### config.mk
export PLATFORM = sky130hd
export DESIGN_NAME = mem_stage
export DESIGN_NICKNAME = d
export VERILOG_FILES = /design/src/rtl/mem_stage.sv
export SDC_FILE = /design/constraint.sdc
export NUM_CORES = 1
export LEC_CHECK = 0
export CORE_ASPECT_RATIO = 0.9
export CORE_MARGIN = 8
export CORE_UTILIZATION = 47
export CTS_CLUSTER_DIAMETER = 100
export CTS_CLUSTER_SIZE = 20
export DETAILED_ROUTE_END_ITERATION = 12
export HOLD_SLACK_MARGIN = 0.05
export PLACE_DENSITY = 0.86
export SLEW_MARGIN = 10
export SYNTH_ARGS = -nofsm -noshare
export SYNTH_HDL_FRONTEND = slang
export SYNTH_SLANG_ARGS = --single-unit
### constraint.sdc
create_clock -name clk -period 3.93 [get_ports clk]
set_input_delay 0.5895 -clock clk [delete_from_list [all_inputs] [get_ports clk]]
set_output_delay 0.5895 -clock clk [all_outputs]
set_load 0.05 [all_outputs]
### src/rtl/mem_stage.sv
// Memory-access stage: RV32I loads and stores over a req/gnt/rvalid data port.
// Non-memory instructions pass straight through to a registered writeback bundle.
module mem_stage (
  input  logic        clk,
  input  logic        rstn_i,
  input  logic        valid_i,
  output logic        ready_o,
  input  logic [31:0] instr_i,
  input  logic [31:0] result_i,
  input  logic [31:0] rs2_i,
  output logic        mem_req_o,
  output logic        mem_we_o,
  output logic [3:0]  mem_be_o,
  output logic [31:0] mem_addr_o,
  output logic [31:0] mem_wdata_o,
  input  logic        mem_gnt_i,
  input  logic        mem_rvalid_i,
  input  logic [31:0] mem_rdata_i,
  output logic        wb_valid_o,
  output logic        wb_en_o,
  output logic [4:0]  wb_rd_o,
  output logic [31:0] wb_data_o,
  output logic        misaligned_o
);

  localparam logic [6:0] OpLoad   = 7'b0000011;
  localparam logic [6:0] OpStore  = 7'b0100011;
  localparam logic [6:0] OpBranch = 7'b1100011;

  typedef enum logic [1:0] {StIdle, StReq, StWait} state_e;

  state_e      state_q;
  logic [2:0]  funct3_q;
  logic [4:0]  rd_q;
  logic [1:0]  lane_q;
  logic        mem_req_q;
  logic        mem_we_q;
  logic [3:0]  mem_be_q;
  logic [31:0] mem_addr_q;
  logic [31:0] mem_wdata_q;
  logic        wb_valid_q;
  logic        wb_en_q;
  logic [4:0]  wb_rd_q;
  logic [31:0] wb_data_q;
  logic        misaligned_q;

  logic [6:0]  opcode;
  logic [2:0]  funct3;
  logic [4:0]  rd;
  logic [1:0]  lane;
  logic        is_load;
  logic        is_store;
  logic        misaligned;
  logic        pass_wb_en;
  logic [3:0]  be;
  logic [31:0] wdata;
  logic [7:0]  rbyte;
  logic [15:0] rhalf;
  logic [31:0] load_data;

  // Bits above funct3 carry no meaning for this stage.
  logic unused_instr;
  assign unused_instr = ^instr_i[31:15];

  // Decode the incoming instruction: access kind, alignment, lane enables and write data.
  always_comb begin
    opcode   = instr_i[6:0];
    funct3   = instr_i[14:12];
    rd       = instr_i[11:7];
    lane     = result_i[1:0];
    // Unsupported funct3 encodings fall back to the pass-through path.
    is_load  = (opcode == OpLoad) && (funct3 != 3'b011) && (funct3 != 3'b110) &&
               (funct3 != 3'b111);
    is_store = (opcode == OpStore) && !funct3[2] && (funct3[1:0] != 2'b11);
    misaligned = ((funct3[1:0] == 2'b01) && lane[0]) ||
                 ((funct3[1:0] == 2'b10) && (lane != 2'b00));
    case (funct3[1:0])
      2'b00: begin
        be    = 4'b0001 << lane;
        wdata = {4{rs2_i[7:0]}};
      end
      2'b01: begin
        be    = 4'b0011 << lane;
        wdata = {2{rs2_i[15:0]}};
      end
      default: begin
        be    = 4'b1111;
        wdata = rs2_i;
      end
    endcase
    pass_wb_en = (rd != 5'd0) && (opcode != OpBranch) && (opcode != OpStore) &&
                 (opcode != OpLoad);
  end

  // Pick the addressed lane out of the returned word and extend it.
  always_comb begin
    rbyte = mem_rdata_i[{lane_q, 3'b000} +: 8];
    rhalf = mem_rdata_i[{lane_q[1], 4'b0000} +: 16];
    case (funct3_q)
      3'b000:  load_data = {{24{rbyte[7]}}, rbyte};
      3'b001:  load_data = {{16{rhalf[15]}}, rhalf};
      3'b100:  load_data = {24'h000000, rbyte};
      3'b101:  load_data = {16'h0000, rhalf};
      default: load_data = mem_rdata_i;
    endcase
  end

  // Stage FSM together with the registered memory-port and writeback outputs.
  always_ff @(posedge clk or negedge rstn_i) begin
    if (!rstn_i) begin
      state_q      <= StIdle;
      funct3_q     <= 3'b000;
      rd_q         <= 5'd0;
      lane_q       <= 2'b00;
      mem_req_q    <= 1'b0;
      mem_we_q     <= 1'b0;
      mem_be_q     <= 4'b0000;
      mem_addr_q   <= 32'h0;
      mem_wdata_q  <= 32'h0;
      wb_valid_q   <= 1'b0;
      wb_en_q      <= 1'b0;
      wb_rd_q      <= 5'd0;
      wb_data_q    <= 32'h0;
      misaligned_q <= 1'b0;
    end else begin
      // Writeback and misaligned are single-cycle pulses.
      wb_valid_q   <= 1'b0;
      misaligned_q <= 1'b0;
      unique case (state_q)
        StIdle: begin
          if (valid_i) begin
            if ((is_load || is_store) && misaligned) begin
              wb_valid_q   <= 1'b1;
              wb_en_q      <= 1'b0;
              wb_rd_q      <= rd;
              wb_data_q    <= result_i;
              misaligned_q <= 1'b1;
            end else if (is_load || is_store) begin
              state_q     <= StReq;
              mem_req_q   <= 1'b1;
              mem_we_q    <= is_store;
              mem_be_q    <= be;
              mem_addr_q  <= {result_i[31:2], 2'b00};
              mem_wdata_q <= wdata;
              funct3_q    <= funct3;
              rd_q        <= rd;
              lane_q      <= lane;
            end else begin
              wb_valid_q <= 1'b1;
              wb_en_q    <= pass_wb_en;
              wb_rd_q    <= rd;
              wb_data_q  <= result_i;
            end
          end
        end
        StReq: begin
          if (mem_gnt_i) begin
            mem_req_q <= 1'b0;
            if (mem_we_q) begin
              state_q    <= StIdle;
              wb_valid_q <= 1'b1;
              wb_en_q    <= 1'b0;
              wb_rd_q    <= rd_q;
            end else begin
              state_q <= StWait;
            end
          end
        end
        StWait: begin
          if (mem_rvalid_i) begin
            state_q    <= StIdle;
            wb_valid_q <= 1'b1;
            wb_en_q    <= (rd_q != 5'd0);
            wb_rd_q    <= rd_q;
            wb_data_q  <= load_data;
          end
        end
        default: state_q <= StIdle;
      endcase
    end
  end

  assign ready_o      = (state_q == StIdle);
  assign mem_req_o    = mem_req_q;
  assign mem_we_o     = mem_we_q;
  assign mem_be_o     = mem_be_q;
  assign mem_addr_o   = mem_addr_q;
  assign mem_wdata_o  = mem_wdata_q;
  assign wb_valid_o   = wb_valid_q;
  assign wb_en_o      = wb_en_q;
  assign wb_rd_o      = wb_rd_q;
  assign wb_data_o    = wb_data_q;
  assign misaligned_o = misaligned_q;

endmodule

## Word-level counts from Yosys, hierarchy flattened

Cells that the tools add are included.

| storage, ports and cells | value |
|---|---|
| flip-flop bits (word level) | 120 |
| output and inout bits | 111 |
| word-level logic and storage cells | 114 |

| cells by class | value |
|---|---|
| equal/unequal tests | 23 |
| shift operators | 4 |
| multiplexer cells | 44 |
| bitwise operators | 1 |
| reduce and logical (&&, ||, !) cells | 28 |

Operator list:

| kind | count |
|---|---|
| two-way mux 32 bit | 4 |
| one-hot mux 32 bit (2 select lines) | 2 |
| one-hot mux 32 bit (4 select lines) | 1 |
| indexed part select 32 x 6 -> 16 bit | 1 |
| indexed part select 32 x 6 -> 8 bit | 1 |
| two-way mux 5 bit | 6 |
| two-way mux 1 bit | 19 |
| one-hot mux 5 bit (3 select lines) | 1 |
| two-way mux 2 bit | 6 |
| inequality test 2 bit (second input constant) | 6 |
| logical AND 1 bit | 11 |
| AND reduction 5 bit | 2 |
| nonzero test 5 bit | 2 |
| one-hot mux 4 bit (2 select lines) | 1 |
| AND reduction 4 bit | 2 |
| equality test 7 x 2 -> 1 bit (second input constant) | 1 |
| equality test 7 x 6 -> 1 bit (second input constant) | 1 |
| inequality test 7 x 2 -> 1 bit (second input constant) | 1 |
| inequality test 7 x 6 -> 1 bit (second input constant) | 1 |
| inequality test 7 bit (second input constant) | 1 |
| equality test 3 bit (second input constant) | 2 |
| inequality test 3 x 2 -> 1 bit (second input constant) | 2 |
| inequality test 3 bit (second input constant) | 2 |
| one-hot mux 1 bit (3 select lines) | 2 |
| 16 further kinds | 22 |

## Logic depth before layout (Yosys ltp)

Gate-level depths: netlist (run 1).

| logic depth | value |
|---|---|
| word-level depth | 9 |
| mapped depth | 10 |

## Worst setup path before layout (run 1)

Ideal clock, no wire load.

| path | value |
|---|---|
| kind | register to register |
| start point | register state_q[0] |
| end point | register wb_en_q (netlist: wb_en_o) |
| data arrival time | 2.184 ns |
| slack | 1.621 ns |
| stages on the path, launching flop included | 8 |
| buffers on the path | 1 |
| clock period less this slack | 2.309 ns |
| cell sequence | dfrtp_1 > inv_1 > ha_1 > clkbuf_1 > a2bb2oi_1 > o21ai_0 > a2111o_4 > mux2_4 |

| on the way | value |
|---|---|
| cells in the longest elaborated chain, start to end | 3 |
| elaborated cells on any way between the ends | 11 |
| classes of those cells | 7 x eq/ne; 1 x mux; 3 x reduce/logical |

RTL lines:

| what | RTL line | source |
|---|---|---|
| start: declaration | 32 | `state_e state_q;` |
| start signal: assignment | 111 | `state_q <= StIdle;` |
| start signal: assignment | 139 | `state_q <= StReq;` |
| start signal: assignment | 160 | `state_q <= StIdle;` |
| logical NOT 2 bit (*) | n/a |  |
| named net ready_o | 7 | `output logic ready_o,` |
| inequality test 3 x 2 -> 1 bit (no source line) (tied with other cells) | n/a |  |
| AND reduction 6 bit (no source line) | n/a |  |
| end signal: assignment | 150 | `wb_en_q <= pass_wb_en;` |
| end signal: assignment | 173 | `wb_en_q <= (rd_q != 5'd0);` |
| end: declaration | 42 | `logic wb_en_q;` |

Mark *: on every way through the listed nets, which the timed path passes. The rest lies on a longest branch.
A chain may end at the register's enable or synchronous reset.

## Worst setup path after layout (run 1)

| path | value |
|---|---|
| start point | register state_q[0] |
| end point | output ready_o |

| on the way | value |
|---|---|
| cells in the longest elaborated chain, start to end | 1 |

RTL lines:

| what | RTL line | source |
|---|---|---|
| logical NOT 2 bit | 183 | `assign ready_o = (state_q == StIdle);` |
| end: declaration | 7 |  |

No other way between the ends.

==> flow_metrics.tcl, run 1 <==
set metrics [dict create \
    holdCritPathClass "input pin to async pin" \
    gp_congestion 0.877 \
    end_kind "primary output" \
    grt_max_degree 66 \
    finalCriticalPeriod_ps 3070 \
    antenna_found_initial 0 \
    boundaryPins 244 \
    arrival_ps 2480 \
    endpoint "ready_o" \
    die-height_um 123 \
    synth_area_um2 5990 \
    ir_drop_mv 0.466 \
    multi_input_area_um2 2690 \
    ys_async_sr_fraction_pct 100 \
    h-tree-depth 4 \
    max_stage_delay_ps 970 \
    ys.warnings.count 0 \
    status "finished, final reports clean" \
    syn_avg_cell_area_um2 9.11 \
    fin_skew_ps 8.94 \
    root_buffer "clkbuf_16" \
    max_cap_violations 0 \
    cts_resized 0 \
    routedWlPerCell_um 19.6 \
    ys_top_cells_by_area "dfrtp_1, nand2_1, mux2i_1, o21ai_0, a21oi_1" \
    grt_use_total_pct 24.3 \
    drtIter0Drc 458 \
    cts_made_buffers 17 \
    ant_nets 0 \
    ctsHoldBuffers 0 \
    dpl.hpwl_mm 14.8 \
    synth_top_flop_cell "dfrtp_1" \
    insertion_delay_ps 420 \
    worstPathMaxFanout 17 \
    critical_path.startpoint "state_q[0]$_DFFE_PN0P_" \
    r2r-start "state_q[0]$_DFFE_PN0P_" \
    finalSetupViolations 0 \
    start_util_pct 47.6 \
    syn_to_final_growth_pct 48.9 \
    clock_path_buffers 2 \
    cts_tree "built" \
    ys_seq_area_share_pct 50.1 \
    setup_tns_ps 0 \
    r2r-end "wb_data_o[10]$_DFFE_PN0P_" \
    die_w_um 135 \
    drive_above_1_share_pct 6.96 \
    grt_pass1_vias 5670 \
    fin_util_pct 70.9 \
    crit_path_start_kind "flop" \
    seq_area_um2 3000 \
    dr_total_vias 5766 \
    design_area_um2 8920 \
    critPathSlowestCell "clkdlybuf4s50_1" \
    tightest_slew_ps 1180 \
    grt_overflow 0 \
    synth_top_area_share_pct 50.1 \
    synth_cells 658 \
    slew_headroom_pct 20.6 \
    regToRegSetupSlack_ps 1050 \
    port_buffers 224 \
    final-hold-violation-count 0 \
    fillers 962 \
    synth_top_area_cell "dfrtp_1" \
    ff2ff_path_depth 5 \
    leakage_uw 0.00397 \
    antenna_cells 0 \
    clk_pin_slew_ps 60 \
    viasPerCell 5.54 \
    fin_crit_sh_pct 78.1 \
    ys_ff_latch 120 \
    routed_wirelength_mm 20.4 \
    clock.fmax_mhz 326 \
    fp.coreArea_um2 12600 \
    final-max-slew-violation-count 0 \
    die_area_um2 16600 \
    postCtsSetupBuffers 0 \
    powerDensity_nw_per_um2 660 \
    dr.pass1.iters 5 \
    p_total_uw 5890 \
    rsz0062_at_grt "false" \
    placed_cell_area_um2 8330 \
    drc 0 \
    yosys.cell_types.count 46 \
    num_rows 39 \
    path_class "flop to primary output" \
    nNetsFinal 1001 \
    grt_pass1_wl_mm 31.4 \
    synth_edf_count 0 \
    crit_chain "inv_1 -> ha_1 -> clkdlybuf4s50_1" \
    crit_required_ps 3340 \
    clock_sinks 120 \
]
kinds of logic (layout without fill, tap and decap cells):
kind of cell,after synthesis,after routing,share of synthesized area [%]
AND/OR/NAND/NOR,248,248,16.6
AO/OA/AOI/OAI,165,165,18.5
flip-flops,120,120,50.1
buffers and inverters,74,292,5.36
multiplexers,46,46,8.54
adder cells (fa/ha/maj),4,4,0.835
other,1,2,0.0626
flip-flops by register name, summed over array words and instances (netlist names), 2 cells and up:
signal       count
wb_rd_o          5
funct3_q         3
mem_wdata_o     32
state_q          2
lane_q           2
mem_addr_o      30
wb_data_o       32
rd_q             5
mem_be_o         4
power by group:
part | total [µW] | leakage [µW] | internal [µW] | switching, µW
sequential | 1670 | 0.00155 | 1510 | 162
combinational | 2660 | 0.00213 | 956 | 1710
clock | 1560 | 0.000296 | 1010 | 545
total | 5890 | 0.00397 | 3480 | 2420
per-stage QoR:
| step | worst slack (ps) | instances | hold slack (ps) |
|---|---|---|---|
| floorplan | 1620 | 659 | 294 |
| global placement | 866 | 1009 | 456 |
| detailed placement | 776 | 1009 | 460 |
| CTS | 890 | 1041 | 258 |
| global route | 799 | 1041 | 294 |
| finish | 860 | 1041 | 235 |
cells in the mapped netlist (9+ instances only):
library cell,instances
a21oi_1,37
inv_1,23
a221oi_1,16
nand2_1,175
mux2i_1,32
dfrtp_1,120
clkbuf_1,25
nor2_1,47
buf_2,14
o22ai_1,9
o21ai_0,48
placed cells by master, fill, tap and decap left out, types with 6 or more instances in the layout:
cell type and count:
o221ai_1 7, dfrtp_1 120, o32ai_1 8, inv_1 23, nor2_1 47, mux2_2 7
a2111oi_0 7, nand2_1 175, clkdlybuf4s50_1 223, buf_4 11, o21ai_0 48, a32o_1 8
mux2i_1 32, nor3_1 7, a21oi_1 37, o22ai_1 9, mux2_4 6, clkbuf_16 17
a221oi_1 16, o22a_1 8
per-layer routing:
layer | vias up | global-route usage (%) | part of all wire (%)
li1 | 2703 | - | -
met1 | 2779 | 30.3 | 40
met2 | 248 | 38.5 | 48
met3 | 36 | 7.88 | 9.1
met4 | 0 | 10.3 | 3.0
met5 | - | 0 | 0
critical path, delay by kind of cell (launching register included):
kind	cells	cell delay, ps
adder cells (fa/ha/maj)	1	600
buffers and inverters	2	1060
flip-flops	1	410
worst min path at each step:
stage               slack [ps]  depth (start not counted)                       start                         end
floorplan                  290                          0                      rstn_i     funct3_q[0]$_DFFE_PN0P_
global placement           460                          2  mem_addr_o[21]$_DFFE_PN0P_  mem_addr_o[21]$_DFFE_PN0P_
detailed placement         460                          2     mem_be_o[0]$_DFFE_PN0P_     mem_be_o[0]$_DFFE_PN0P_
CTS                        260                          1                      rstn_i      wb_rd_o[1]$_DFFE_PN0P_
global route               290                          1                      rstn_i   mem_addr_o[8]$_DFFE_PN0P_
finish                     240                          1                      rstn_i   mem_addr_o[8]$_DFFE_PN0P_
cell type report:
class / count / area share (%)
inverters: 25 / 1.05
flip-flops and latches: 120 / 33.7
clock inverters: 8 / 1.04
repair buffers: 235 / 26.2
multi-input cells: 465 / 30.2
well taps: 164 / 2.30
clock buffers: 24 / 5.62
(Power assumes the default switching activity.)
==> inputs of run 2 (changes only) <==
--- a/config.mk
+++ b/config.mk
@@ -7,12 +7,12 @@
 export LEC_CHECK = 0
 export CORE_ASPECT_RATIO = 0.9
 export CORE_MARGIN = 8
-export CORE_UTILIZATION = 47
+export CORE_UTILIZATION = 39
 export CTS_CLUSTER_DIAMETER = 100
 export CTS_CLUSTER_SIZE = 20
 export DETAILED_ROUTE_END_ITERATION = 12
 export HOLD_SLACK_MARGIN = 0.05
-export PLACE_DENSITY = 0.86
+export PLACE_DENSITY = 0.77
 export SLEW_MARGIN = 10
 export SYNTH_ARGS = -nofsm -noshare
 export SYNTH_HDL_FRONTEND = slang
==> constraint.sdc (replaced) <==
create_clock -name clk -period 2.8 [get_ports clk]
set_input_delay 0.42 -clock clk [delete_from_list [all_inputs] [get_ports clk]]
set_output_delay 0.42 -clock clk [all_outputs]
set_load 0.05 [all_outputs]
==> flow_metrics.tcl, run 2 (synthesis gave the netlist of run 1 again) <==
set metrics [dict create \
    dpl.hpwl_mm 15.1 \
    grt_max_degree 121 \
    leakage_uw 0.00402 \
    dr_total_vias 5798 \
    tightest_slew_ps 878 \
    grt_pass1_vias 5881 \
    powerDensity_nw_per_um2 931 \
    r2r-end "wb_data_o[10]$_DFFE_PN0P_" \
    gp_congestion 0.862 \
    h-tree-depth 4 \
    setup_slack_ps 261 \
    clock_sinks 120 \
    start_util_pct 39.4 \
    slew_headroom_pct 41.2 \
    clk_pin_slew_ps 60 \
    final-max-slew-violation-count 0 \
    cts_resized 0 \
    fin_crit_sh_pct 90.7 \
    path_class "flop to flop" \
    pre_cts_ws_ps 94.4 \
    final-hold-violation-count 0 \
    syn_to_final_growth_pct 51.7 \
    fp.coreArea_um2 15200 \
    layout_commonest_cell "clkdlybuf4s50_1" \
    rsz0062_at_grt "false" \
    root_buffer "clkbuf_16" \
    setup_tns_ps 0 \
    finalSetupViolations 0 \
    end_kind "flop" \
    grt_overflow 0 \
    clock_path_buffers 2 \
    fin_util_pct 59.7 \
    dr.pass1.iters 5 \
    finalCriticalPeriod_ps 2540 \
    grt_pass1_wl_mm 32.5 \
    drtIter0Drc 413 \
    worstPathMaxFanout 14 \
    ff2ff_path_depth 6 \
    die_w_um 147 \
    crit_required_ps 3090 \
    postCtsSetupBuffers 0 \
    antenna_found_initial 2 \
    drc 0 \
    r2r-start "lane_q[1]$_DFFE_PN0P_" \
    nNetsFinal 1009 \
    die_area_um2 19600 \
    viasPerCell 5.32 \
    insertion_delay_ps 410 \
    final_cell_mix "clkdlybuf4s50_1, nand2_1, dfrtp_1" \
    max_cap_violations 0 \
    port_buffers 224 \
    boundaryPins 244 \
    crit_path_start_kind "flop" \
    status "finished, final reports clean" \
    num_rows 43 \
    holdCritPathClass "input pin to async pin" \
    routed_wirelength_mm 20.6 \
    grt_use_total_pct 21.0 \
    die-height_um 134 \
    ir_drop_mv 0.562 \
    ant_nets 0 \
    ctsHoldBuffers 0 \
    cts_made_buffers 17 \
    p_total_uw 8470 \
    fin_skew_ps 9.41 \
    routedWlPerCell_um 18.9 \
    clock.fmax_mhz 394 \
    regToRegSetupSlack_ps 260 \
    drive_above_1_share_pct 8.14 \
    arrival_ps 2820 \
    cts_tree "built" \
]
-- run 2: changes by cell type in the layout (fill, tap and decap cells not counted), moves of 2 or more --
cell | before | now
buf_4 | 11 | 18
clkbuf_8 | 5 | 0
clkinvlp_4 | 1 | 4
buf_12 | 1 | 3
bufinv_16 | 2 | 4
clkbuf_1 | 2 | 0
clkinv_2 | 5 | 3
clkinv_4 | 0 | 2
diode_2 | 0 | 2
inv_6 | 0 | 2
-- run 2: where the power goes --
group / internal, µW / total [µW] / switching (µW)
combinational: 1390 / 3810 / 2420
sequential: 2120 / 2350 / 229
clock: 1490 / 2310 / 823
-- run 2: critical path, stage by stage (launching register included) --
cell	delay, ps
dfrtp_1	630
mux4_2	570
nand2_1	100
nor2_1	100
a2111oi_0	690
buf_4	220
o32ai_1	90
-- run 2: how the worst max path moves through the flow --
stage	from	to	slack [ps]	cells past startpoint
final	lane_q[1]$_DFFE_PN0P_	wb_data_o[10]$_DFFE_PN0P_	260	6
after floorplan	state_q[0]$_DFFE_PN0P_	wb_en_o$_DFFE_PN0P_	490	7
after CTS	lane_q[1]$_DFFE_PN0P_	wb_data_o[10]$_DFFE_PN0P_	310	6
after global placement	mem_rdata_i[31]	wb_data_o[8]$_DFFE_PN0P_	90	7
after detailed placement	mem_rdata_i[31]	wb_data_o[10]$_DFFE_PN0P_	90	7
after global routing	lane_q[1]$_DFFE_PN0P_	wb_data_o[10]$_DFFE_PN0P_	170	6
-- run 2: area by class of cell --
class / count / area (µm²)
sequential: 120 / 3000
clock inverter: 15 / 200
timing repair buffer: 243 / 2420
fill: 1335 / 6130
clock buffer: 17 / 425
antenna: 2 / 5.00
multi-input combinational: 465 / 2700
tap: 202 / 253
inverter: 25 / 93.8
-- run 2: layer usage --
layer  up-vias  track usage (%)  routed length (µm)
li1       2730                -                   -
met1      2779             26.0                8400
met2       241             32.5                9680
met3        48             7.46                1790
met4         0             9.61                 732
met5         -                0                   0
-- run 2: stage by stage --
| stage | cell area [µm²] | hold slack (ps) | cells |
|---|---|---|---|
| 2_1_floorplan | 6000 | 124 | 659 |
| 3_3_place_gp | 8460 | 457 | 1055 |
| 3_5_place_dp | 8460 | 462 | 1055 |
| 4_1_cts | 9090 | 136 | 1087 |
| 5_1_grt | 9090 | 137 | 1089 |
| 6_report | 9090 | 84.5 | 1089 |
==> inputs of run 3 (changes only) <==
--- a/config.mk
+++ b/config.mk
@@ -7,12 +7,12 @@
 export LEC_CHECK = 0
 export CORE_ASPECT_RATIO = 0.9
 export CORE_MARGIN = 8
-export CORE_UTILIZATION = 39
+export CORE_UTILIZATION = 44
 export CTS_CLUSTER_DIAMETER = 100
 export CTS_CLUSTER_SIZE = 20
 export DETAILED_ROUTE_END_ITERATION = 12
 export HOLD_SLACK_MARGIN = 0.05
-export PLACE_DENSITY = 0.77
+export PLACE_DENSITY = 0.82
 export SLEW_MARGIN = 10
 export SYNTH_ARGS = -nofsm -noshare
 export SYNTH_HDL_FRONTEND = slang
==> constraint.sdc (replaced) <==
create_clock -name clk -period 2.85 [get_ports clk]
set_input_delay 0.4275 -clock clk [delete_from_list [all_inputs] [get_ports clk]]
set_output_delay 0.4275 -clock clk [all_outputs]
set_load 0.05 [all_outputs]
==> flow_metrics.tcl, run 3 (synthesis gave the netlist of run 1 again) <==
set metrics [dict create \
    cts_resized 0 \
    design_area_um2 9070 \
    clock_path_buffers 2 \
    placed_cell_area_um2 8390 \
    dr_total_vias 5742 \
    internal-power_uw 5040 \
    boundaryPins 244 \
    clock.fmax_mhz 383 \
    final-max-slew-violation-count 0 \
    fillers 1037 \
    ff2ff_path_depth 7 \
    cts_tree "built" \
    tightest_slew_ps 1120 \
    final-hold-violation-count 0 \
    die_w_um 139 \
    nNetsFinal 1010 \
    fin_crit_sh_pct 91.5 \
    fin_skew_ps 5.02 \
    seq_area_um2 3000 \
    antenna_cells 0 \
    post-place-cells 1021 \
    end_kind "primary output" \
    root_buffer "clkbuf_16" \
    r2r-end "wb_data_o[29]$_DFFE_PN0P_" \
    path_class "flop to primary output" \
    num_rows 40 \
    swShare_pct 40.0 \
    final_cell_mix "clkdlybuf4s50_1, nand2_1, dfrtp_1" \
    crit_required_ps 2420 \
    syn_to_final_growth_pct 51.3 \
    die_area_um2 17600 \
    min_to "mem_addr_o[6]$_DFFE_PN0P_" \
    status "finished, final reports clean" \
    setup_slack_ps 242 \
    layout_commonest_cell "clkdlybuf4s50_1" \
    holdCritPathClass "flop to flop" \
    port_buffers 224 \
    routed_wirelength_mm 20.5 \
    die-height_um 127 \
    grt_pass1_wl_mm 32.1 \
    final_cells 1054 \
    finalSetupViolations 0 \
    cts_made_buffers 17 \
    drive_above_1_share_pct 8.01 \
    pre_cts_ws_ps 209 \
    max_cap_violations 0 \
    grt_pass1_vias 5823 \
    ctsHoldBuffers 1 \
    slew_headroom_pct 24.8 \
    insertion_delay_ps 410 \
    setup_tns_ps 0 \
    hold_start "mem_addr_o[6]$_DFFE_PN0P_" \
    multi_input_area_um2 2690 \
    dpl.hpwl_mm 15.2 \
    worstPathMaxFanout 9 \
    clkPwrFrac_pct 28.4 \
    fp.coreArea_um2 13300 \
    arrival_ps 2180 \
    p_total_uw 8410 \
    grt_overflow 0 \
    ant_nets 0 \
    routedWlPerCell_um 19.5 \
    clock_sinks 120 \
    grt_max_degree 61 \
    combPwrFrac_pct 44.1 \
    r2r-start "state_q[0]$_DFFE_PN0P_" \
    grt_use_met1_pct 28.3 \
    powerDensity_nw_per_um2 927 \
    h-tree-depth 4 \
    grt_use_total_pct 23.2 \
    grt.busiest_layer "met2" \
    viasPerCell 5.45 \
    finalCriticalPeriod_ps 2610 \
    gp_congestion 0.860 \
    drtIter0Drc 489 \
    leakage_uw 0.00404 \
    postCtsSetupBuffers 0 \
    hold_path_depth 2 \
    met2_usage_pct 36.9 \
    rsz0062_at_grt "false" \
    clk_pin_slew_ps 50 \
    regToRegSetupSlack_ps 360 \
    use_met3_pct 8.32 \
    drc 0 \
    ir_drop_mv 0.664 \
    dr.pass1.iters 5 \
    p_sw_uw 3360 \
    crit_path_start_kind "flop" \
    start_util_pct 45.0 \
    pwr-share-seq_pct 27.5 \
    antenna_found_initial 0 \
]
-- run 3: power by group through the flow --
stage               clock [µW]  combinational (µW)  sequential, µW
floorplan                    0                1170            3510
global placement             0                3640            2320
detailed placement           0                3690            2330
CTS                       2430                3710            2310
global route              2510                3910            2360
finish                    2390                3700            2310
-- run 3: area by class of cell --
class / instances / share of cell area, %
clock inverters: 12 / 2.17
flip-flops and latches: 120 / 33.1
repair buffers: 244 / 26.5
inverters: 25 / 1.03
clock buffers: 20 / 5.15
multi-input cells: 465 / 29.7
well taps: 168 / 2.32
-- run 3: how the worst max path moves through the flow --
stage                                start                           to  slack, ps  cells past startpoint
floorplan           state_q[0]$_DFFE_PN0P_          wb_en_o$_DFFE_PN0P_        540                      7
global placement               result_i[1]  mem_wdata_o[19]$_DFFE_PN0P_        290                      7
detailed placement             result_i[1]  mem_wdata_o[19]$_DFFE_PN0P_        210                      7
CTS                 state_q[0]$_DFFE_PN0P_                      ready_o        240                      3
global route        state_q[0]$_DFFE_PN0P_                      ready_o        140                      3
finish              state_q[0]$_DFFE_PN0P_                      ready_o        240                      3
-- run 3: layer usage --
| layer | up-vias | routed length [µm] |
|---|---|---|
| met5 | - | 0 |
| met4 | 0 | 571 |
| met3 | 35 | 1560 |
| met2 | 249 | 9630 |
| met1 | 2731 | 8760 |
| li1 | 2727 | - |
-- run 3: stage by stage --
| stage | utilization, % | hold WS, ps |
|---|---|---|
| after detailed placement | 63.1 | 461 |
| final | 68.1 | 470 |
| after CTS | 68.1 | 474 |
| after floorplan | - | 132 |
| after global routing | 68.1 | 490 |
| after global placement | 63.1 | 451 |
-- run 3: critical path, cell delays in order, from the launching register on --
cell	delay (ps)
dfrtp_1	410
inv_1	100
ha_1	360
clkdlybuf4s50_1	900
